--- config.mk ---
export PLATFORM = sky130hd
export DESIGN_NAME = wb_arbiter
export DESIGN_NICKNAME = d
export VERILOG_FILES = /design/src/rtl/wb_pkg.sv /design/src/rtl/wb_timeout_counter.sv /design/src/rtl/wb_arbiter.sv
export SDC_FILE = /design/constraint.sdc
export NUM_CORES = 1
export LEC_CHECK = 0
export ABC_AREA = 1
export CAP_MARGIN = 20
export CORE_ASPECT_RATIO = 0.75
export CORE_MARGIN = 5
export CORE_UTILIZATION = 42
export DETAILED_ROUTE_END_ITERATION = 10
export PLACE_DENSITY_LB_ADDON = 0.15
export SYNTH_ARGS = -nofsm -noshare
export SYNTH_HDL_FRONTEND = slang
export SYNTH_HIERARCHICAL = 1
export SYNTH_SLANG_ARGS = --single-unit
--- constraint.sdc ---
create_clock -name clk -period 2 [get_ports clk]
set_input_delay 0.3 -clock clk [delete_from_list [all_inputs] [get_ports clk]]
set_output_delay 0.3 -clock clk [all_outputs]
set_load 0.02 [all_outputs]
--- src/rtl/wb_pkg.sv ---
// Shared definitions for the writeback arbiter: writeback-mux select encodings
// and the arbiter FSM state type.
package wb_pkg;

    localparam logic [1:0] WB_ALU = 2'b00;
    localparam logic [1:0] WB_MEM = 2'b01;
    localparam logic [1:0] WB_PC4 = 2'b10;
    localparam logic [1:0] WB_CSR = 2'b11;

    typedef enum logic [1:0] {
        IDLE  = 2'd0,
        WAIT  = 2'd1,
        WRITE = 2'd2
    } wb_state_e;

endpackage

--- src/rtl/wb_timeout_counter.sv ---
// Load-response timeout counter: cleared when a load is accepted, counts waiting
// cycles, and flags expiry on the last permitted waiting cycle.
module wb_timeout_counter #(
    parameter int LIMIT = 64
) (
    input  logic clk,
    input  logic rst,
    input  logic clear,
    input  logic enable,
    output logic expired
);

    localparam int W = (LIMIT > 1) ? $clog2(LIMIT) : 1;
    localparam logic [W-1:0] LAST = W'(LIMIT - 1);

    logic [W-1:0] r_count;

    always_ff @(posedge clk or posedge rst) begin
        if (rst) begin
            r_count <= '0;
        end else if (clear) begin
            r_count <= '0;
        end else if (enable) begin
            r_count <= r_count + W'(1);
        end
    end

    assign expired = (r_count == LAST);

endmodule

--- src/rtl/wb_arbiter.sv ---
// Writeback arbiter: merges zero-latency ALU/PC4/CSR results with one outstanding
// variable-latency load. Optional perf counters are enabled by WB_ARBITER_PERF_EN.
module wb_arbiter
    import wb_pkg::*;
#(
    parameter int MEM_TIMEOUT = 64
) (
    input  logic        clk,
    input  logic        rst,
    input  logic        pipe_valid,
    input  logic [4:0]  pipe_rd,
    input  logic [4:0]  pipe_rs1,
    input  logic [4:0]  pipe_rs2,
    input  logic [1:0]  pipe_wb_sel,
    input  logic        mem_rvalid,
    input  logic [31:0] mem_rdata,
    output logic        rf_we,
    output logic [4:0]  rf_waddr,
    output logic [1:0]  wb_sel,
    output logic [31:0] load_data,
    output logic        stall,
    output logic        load_busy,
    output logic        load_fault,
    output logic [1:0]  dbg_state
`ifdef WB_ARBITER_PERF_EN
    ,
    output logic [31:0] stall_cycles,
    output logic [31:0] load_count
`endif
);

    wb_state_e   r_state;
    wb_state_e   w_next_state;
    logic [4:0]  r_pending_rd;
    logic [31:0] r_load_data;
    logic        r_load_fault;
    logic        w_accept;
    logic        w_hazard;
    logic        w_expired;
    logic        w_cnt_en;

    // Any reference to the pending destination (RAW or WAW) must wait for the load.
    assign w_hazard = (r_pending_rd != 5'd0) &&
                      ((pipe_rs1 == r_pending_rd) ||
                       (pipe_rs2 == r_pending_rd) ||
                       (pipe_rd  == r_pending_rd));

    assign w_cnt_en = (r_state == WAIT) && !mem_rvalid && !w_expired;

    wb_timeout_counter #(
        .LIMIT (MEM_TIMEOUT)
    ) u_timeout (
        .clk     (clk),
        .rst     (rst),
        .clear   (w_accept),
        .enable  (w_cnt_en),
        .expired (w_expired)
    );

    always_comb begin
        w_next_state = r_state;
        w_accept     = 1'b0;
        rf_we        = 1'b0;
        rf_waddr     = pipe_rd;
        wb_sel       = pipe_wb_sel;
        stall        = 1'b0;
        case (r_state)
            IDLE: begin
                if (pipe_valid) begin
                    if (pipe_wb_sel == WB_MEM) begin
                        w_accept     = 1'b1;
                        w_next_state = WAIT;
                    end else begin
                        rf_we = (pipe_rd != 5'd0);
                    end
                end
            end
            WAIT: begin
                if (pipe_valid) begin
                    if ((pipe_wb_sel == WB_MEM) || w_hazard) begin
                        stall = 1'b1;
                    end else begin
                        rf_we = (pipe_rd != 5'd0);
                    end
                end
                // A response arriving in the expiry cycle still completes the load.
                if (mem_rvalid) begin
                    w_next_state = WRITE;
                end else if (w_expired) begin
                    w_next_state = IDLE;
                end
            end
            WRITE: begin
                rf_we        = (r_pending_rd != 5'd0);
                rf_waddr     = r_pending_rd;
                wb_sel       = WB_MEM;
                stall        = pipe_valid;
                w_next_state = IDLE;
            end
            default: begin
                w_next_state = IDLE;
            end
        endcase
    end

    always_ff @(posedge clk or posedge rst) begin
        if (rst) begin
            r_state      <= IDLE;
            r_pending_rd <= 5'd0;
            r_load_data  <= 32'd0;
            r_load_fault <= 1'b0;
        end else begin
            r_state      <= w_next_state;
            r_load_fault <= (r_state == WAIT) && !mem_rvalid && w_expired;
            if (w_accept) begin
                r_pending_rd <= pipe_rd;
            end
            if ((r_state == WAIT) && mem_rvalid) begin
                r_load_data <= mem_rdata;
            end
        end
    end

    assign load_data  = r_load_data;
    assign load_fault = r_load_fault;
    assign load_busy  = (r_state != IDLE);
    assign dbg_state  = r_state;

`ifdef WB_ARBITER_PERF_EN
    logic [31:0] r_stall_cycles;
    logic [31:0] r_load_count;

    always_ff @(posedge clk or posedge rst) begin
        if (rst) begin
            r_stall_cycles <= 32'd0;
            r_load_count   <= 32'd0;
        end else begin
            if (stall) begin
                r_stall_cycles <= r_stall_cycles + 32'd1;
            end
            if (w_accept) begin
                r_load_count <= r_load_count + 32'd1;
            end
        end
    end

    assign stall_cycles = r_stall_cycles;
    assign load_count   = r_load_count;
`endif

endmodule

# ---- Word-level counts from Yosys, hierarchy flattened
# Cells that the tools add are included.
dict set report totals {
  input_bits 53
  out_inout_bits 45
  word_cells 52
  regBits 46
}
dict set report op_classes {
  add_sub_neg 1
  n_eq_ne 10
  n_mux 20
  n_reduce_logical 16
}
# op count
set op_table {}
lappend op_table {{$eq A5 B5 Y1} 3}
lappend op_table {{$mux W6} 2}
lappend op_table {{$mux W2} 5}
lappend op_table {{$reduce_bool A5 Y1} 2}
lappend op_table {{$mux W1} 9}
lappend op_table {{$add A6 B1 Y6 const B} 1}
lappend op_table {{$eq A6 B6 Y1 const B} 1}
lappend op_table {{$logic_and A1 B1 Y1} 5}
lappend op_table {{$mux W5} 1}
lappend op_table {{$eq A2 B1 Y1 const B} 2}
lappend op_table {{$ne A2 B2 Y1 const B} 2}
lappend op_table {{$pmux W2 S2} 1}
lappend op_table {{$reduce_bool A2 Y1} 2}
lappend op_table {{$logic_or A1 B1 Y1} 3}
lappend op_table {{$ne A3 B3 Y1 const B} 1}
lappend op_table {{$pmux W1 S3} 1}
lappend op_table {{$reduce_and A3 Y1} 1}
lappend op_table {{$eq A2 B2 Y1 const B} 1}
lappend op_table {{$logic_not A1 Y1} 2}
lappend op_table {{$logic_not A2 Y1} 1}
lappend op_table {{$pmux W1 S2} 1}

# ---- Logic depth before layout (Yosys ltp)
dict set report depth {
  ltp_word 8
  ltp_mapped 10
  depth_no_buf 10
}

# ---- By module
# The synthesis kept the hierarchy.
# module instances area_each_um2 seq_area_each_um2 cells_each
set modules_own_cells {}
lappend modules_own_cells {wb_arbiter 1 1949.4 1001.0 196}
lappend modules_own_cells {wb_timeout_counter 1 320.3 150.1 39}

# ---- Least setup slack after synthesis
# Ideal clock, no wire load.
dict set report synth_path {
  path_kind {flip-flop to flip-flop}
  start {register r_state[1], in the netlist dbg_state[1]}
  end {register r_state[0], in the netlist dbg_state[0]}
  slack_ns 0.159
  setup_ns 0.133
  path_stages_with_launch 7
  n_path_buf 0
  required_ns 1.867
  arrival_time_ns 1.708
  period_less_slack_ns 1.841
  cell_sequence {dfrtp_1 inv_1 ha_1 inv_1 nor3_1 o21bai_1 o21ai_0}
}
dict set report synth_between {
  elab_chain_len 3
  word_cells_on_any_way 7
  classes_between {4 x eq/ne; 1 x mux; 2 x reduce/logical}
}
# item line
set synth_rtl {}
lappend synth_rtl {{start: declaration} wb_arbiter.sv:32} ;# wb_state_e r_state;
lappend synth_rtl {{start signal: assignment} wb_arbiter.sv:113} ;# r_state <= w_next_state;
lappend synth_rtl {{$eq A2 B1 Y1 or $logic_not A2 Y1 (tied branches)} wb_arbiter.sv:67} ;# case (r_state)
lappend synth_rtl {{$ne A3 B3 Y1 (no line) or $ne A2 B2 Y1 (tied branches)} n/a}
lappend synth_rtl {{$reduce_and A3 Y1 (no line)} n/a}
# Several ways; a longest one is shown, not always the timed one.
# A chain may end at the register's enable or synchronous reset.

# ---- Worst setup path after layout
dict set report layout_path {
  start {input pipe_rd[2]}
  end {output rf_we}
}
dict set report layout_between {
  elab_chain_len 7
  word_cells_on_any_way 10
  classes_between {1 x eq/ne; 5 x mux; 4 x reduce/logical}
}
# item line
set layout_rtl {}
lappend layout_rtl {{start: declaration} wb_arbiter.sv:11} ;# input logic [4:0] pipe_rd,
lappend layout_rtl {{$eq A5 B5 Y1} wb_arbiter.sv:46} ;# (pipe_rd == r_pending_rd));
lappend layout_rtl {{$logic_or A1 B1 Y1} wb_arbiter.sv:45} ;# (pipe_rs2 == r_pending_rd) ||
lappend layout_rtl {{$logic_and A1 B1 Y1} wb_arbiter.sv:43} ;# assign w_hazard = (r_pending_rd != 5'd0) &&
lappend layout_rtl {{$logic_or A1 B1 Y1} wb_arbiter.sv:80} ;# if ((pipe_wb_sel == WB_MEM) || w_hazard) begin
lappend layout_rtl {{$mux W1} wb_arbiter.sv:80}
lappend layout_rtl {{$mux W1} wb_arbiter.sv:79} ;# if (pipe_valid) begin
lappend layout_rtl {{$pmux W1 S3 *} wb_arbiter.sv:67}
lappend layout_rtl {{end: declaration} wb_arbiter.sv:17} ;# output logic rf_we,
# Every way passes the cells marked *; elsewhere a longest branch is shown, timed or not.

==> flow_summary.yaml <==
drt:
  vias: 1990
  viasPerCell: 4.59
  wl_microns: 5760
  avgRoutedWirePerCell_microns: 13.3
  dr.pass1.iters: 4
  drc: 0
  ant_nets: 0
  first_iter_violations: 68
clocking:
  cts_buffer_depth: 2
  clock-root-buffer: "clkbuf_8"
  htree_levels: 2
  cts.clk_slew.worst_paths_ns: 0.09
  clock_latency_ns: 0.30
  cts_tree: "built"
  numClockSinks: 46
  cts_buffers: 5
critical_path:
  cpPeakStageDelay_ns: 0.50
  crit_family: "buffers and inverters"
  worst-path-max-fanout: 3
  worst_setup_path_start_kind: "primary input"
  critPathArrivalTime_ns: 1.64
  crit_top_cell: "nand2_1"
  worstSetupEndpointType: "output pin"
  path_class: "in -> out"
  cp.required_ns: 1.70
  crit_buf_inv: 3
  cp_slowest_cell: "clkdlybuf4s50_1"
  crit_chain: "clkdlybuf4s50_1 -> inv_1 -> nand2_1 -> nand2_1 -> nand2_1 -> nor2_1 -> nand2_1 -> nand3_1 -> nand2_1 -> nand2_1 -> a21oi_2 -> buf_4"
sta:
  period_share_pct: 97.0
  setup_viol: 0
  maxSlewViolCount: 0
  fmax_mhz: 516
  setup_slack_ns: 0.0609
  tightest_slew_ns: 0.356
  final.setup.tns_ns: 0
  clock_skew_ns: 0.00449
  period_needed_ns: 1.94
  rsz0062_at_grt: "true"
  timing_hold_violations_final: 0
  relSlewSlack_pct: 76.3
yosys:
  muxShareOfSynthArea_pct: 15.9
  syn_area_per_cell_sq_um: 9.66
  synth_edf_count: 0
  yosysWarnings: 6
  syn_nets: 293
  synth_compound_area_share_pct: 5.29
  synth_common_cells: "nand2_1, dfrtp_1, mux2_2, inv_1"
  async_flop_share_pct: 100
  ys.flop_type: "dfrtp_1"
  yosys.area_share.adder_pct: 2.76
  synth.distinct_cells: 24
  synth_top_area_cell: "dfrtp_1"
  yosys.area_share.simple_pct: 16.8
  synth.area.top_cells: "dfrtp_1, mux2_2, nand2_1"
  ys_ff_latch: 46
  netlist_area_sq_mm: 0.00227
  synthCells: 235
  synth_top_family_by_area: "simple AND/OR/NAND/NOR gates"
  synth_top_cell_area_share_pct: 50.7
  yosysSeqAreaShare_pct: 50.7
  yosysMostFrequentCell: "nand2_1"
  synth_xor_area_share_pct: 2.70
floorplan:
  initial_utilization_pct: 42.9
  pin_count: 98
  core_area_sq_mm: 0.00530
  num_rows: 23
  dieArea_sq_mm: 0.00699
  die_h_microns: 73.7
  die_w_microns: 94.9
cells_and_area:
  final_area_sq_mm: 0.00358
  n_antenna_cell: 0
  fillers: 459
  nets: 416
  drive_above_1_share_pct: 25.1
  area_growth_pct: 57.7
power:
  ir_drop_v: 0.000685
  power.density_mw_per_mm2: 1410
  p_leak_nw: 1.65
placement:
  place_hpwl_microns: 4580
  pre_cts_slack_ns: -0.381
  place_area_sq_mm: 0.00349
  place.gp.congestion: 0.842
  numPortBuffers: 97
run_status:
  outcome: "finished clean"
global_routing:
  grt.total_usage_pct: 17.2
  grt_pass1_wl_microns: 9150
  grt_start_max_net_pins: 34
  gr-total-overflow: 0
  grt_pass1_vias: 1968
  antenna_found_initial: 0
hold_path:
  hp-class: "in -> async"
job:
  max-cap-violations: 0
==> area by class of cell <==
type | count | area, sq um | share of cell area [%]
inverters | 29 | 109 | 3.04
multi-input cells | 155 | 1000 | 28.0
clock buffers | 5 | 68.8 | 1.92
repair buffers | 121 | 1130 | 31.5
clock inverters | 3 | 23.8 | 0.664
flip-flops and latches | 46 | 1160 | 32.3
well taps | 75 | 93.8 | 2.62
==> cell families (layout without fill, tap and decap cells) <==
family,Yosys count,count (layout)
buffers and inverters,34,158
AND/OR/NAND/NOR,89,89
flip-flops,46,46
multiplexers,32,32
AO/OA/AOI/OAI,22,22
XOR/XNOR,7,7
adder cells (fa/ha/maj),5,5
==> sequential cells by signal, summed over array words and instances, names as in the netlist <==
register,count
dbg_state,2
load_data,32
u_timeout/r_count,6
load_fault,1
r_pending_rd,5
==> per-layer routing <==
metal	wire, microns	track usage (%)	vias to the layer above
met3	514	7.88	5
met5	0	0	-
li1	-	-	997
met2	2750	26.8	51
met4	46	4.80	0
met1	2440	21.5	937
==> cell usage in the layout, fill, tap and decap left out, types with 5 or more instances in the layout <==
master           count
buf_4               25
clkbuf_2             5
clkbuf_8             5
clkdlybuf4s50_1     87
dfrtp_1             42
inv_1               25
mux2_2              32
nand2_1             54
nand3_1              9
nor2_1              13
o21ai_0             13
==> report_power, final <==
group	total, mW	switching, mW	internal [mW]
registers	1.68	0.295	1.38
logic	2.77	1.34	1.43
clock network	0.587	0.337	0.250
total	5.03	1.97	3.06
==> worst paths after layout <==
kind	start	to	slack (ns)	cells after the start
min in group clk	load_data[9]	load_data[9]	0.51	1
max in group asynchronous	rst	r_pending_rd[2]	1.30	3
setup / recovery	pipe_rd[2]	rf_we	0.06	12
setup reg to reg	dbg_state[1]	u_timeout/r_count[4]	0.30	10
hold / removal	rst	u_timeout/r_count[3]	0.24	2
hold reg to reg	load_data[9]	load_data[9]	0.51	1
==> stage by stage <==
stage / total power [mW] / cells / utilization (%) / hold slack [ns]
floorplan: 3.12 / 235 / - / 0.0910
global placement: 4.43 / 425 / 66.0 / 0.487
detailed placement: 4.48 / 425 / 66.0 / 0.493
CTS: 5.06 / 434 / 67.7 / 0.242
global route: 5.38 / 434 / 67.6 / 0.274
finish: 5.03 / 434 / 67.6 / 0.236
==> what timing repair did <==
item | CTS | global route
buffers inserted | 1 | 0
gates resized for setup | 19 | 24
endpoints found under the setup margin | 10 | 8
cloned | 0 | 0
pin swaps | 0 | 0
hold buffers | 0 | 0
endpoints found under the hold margin | 0 | 0
Note: power is estimated with default switching activity, not from simulation.
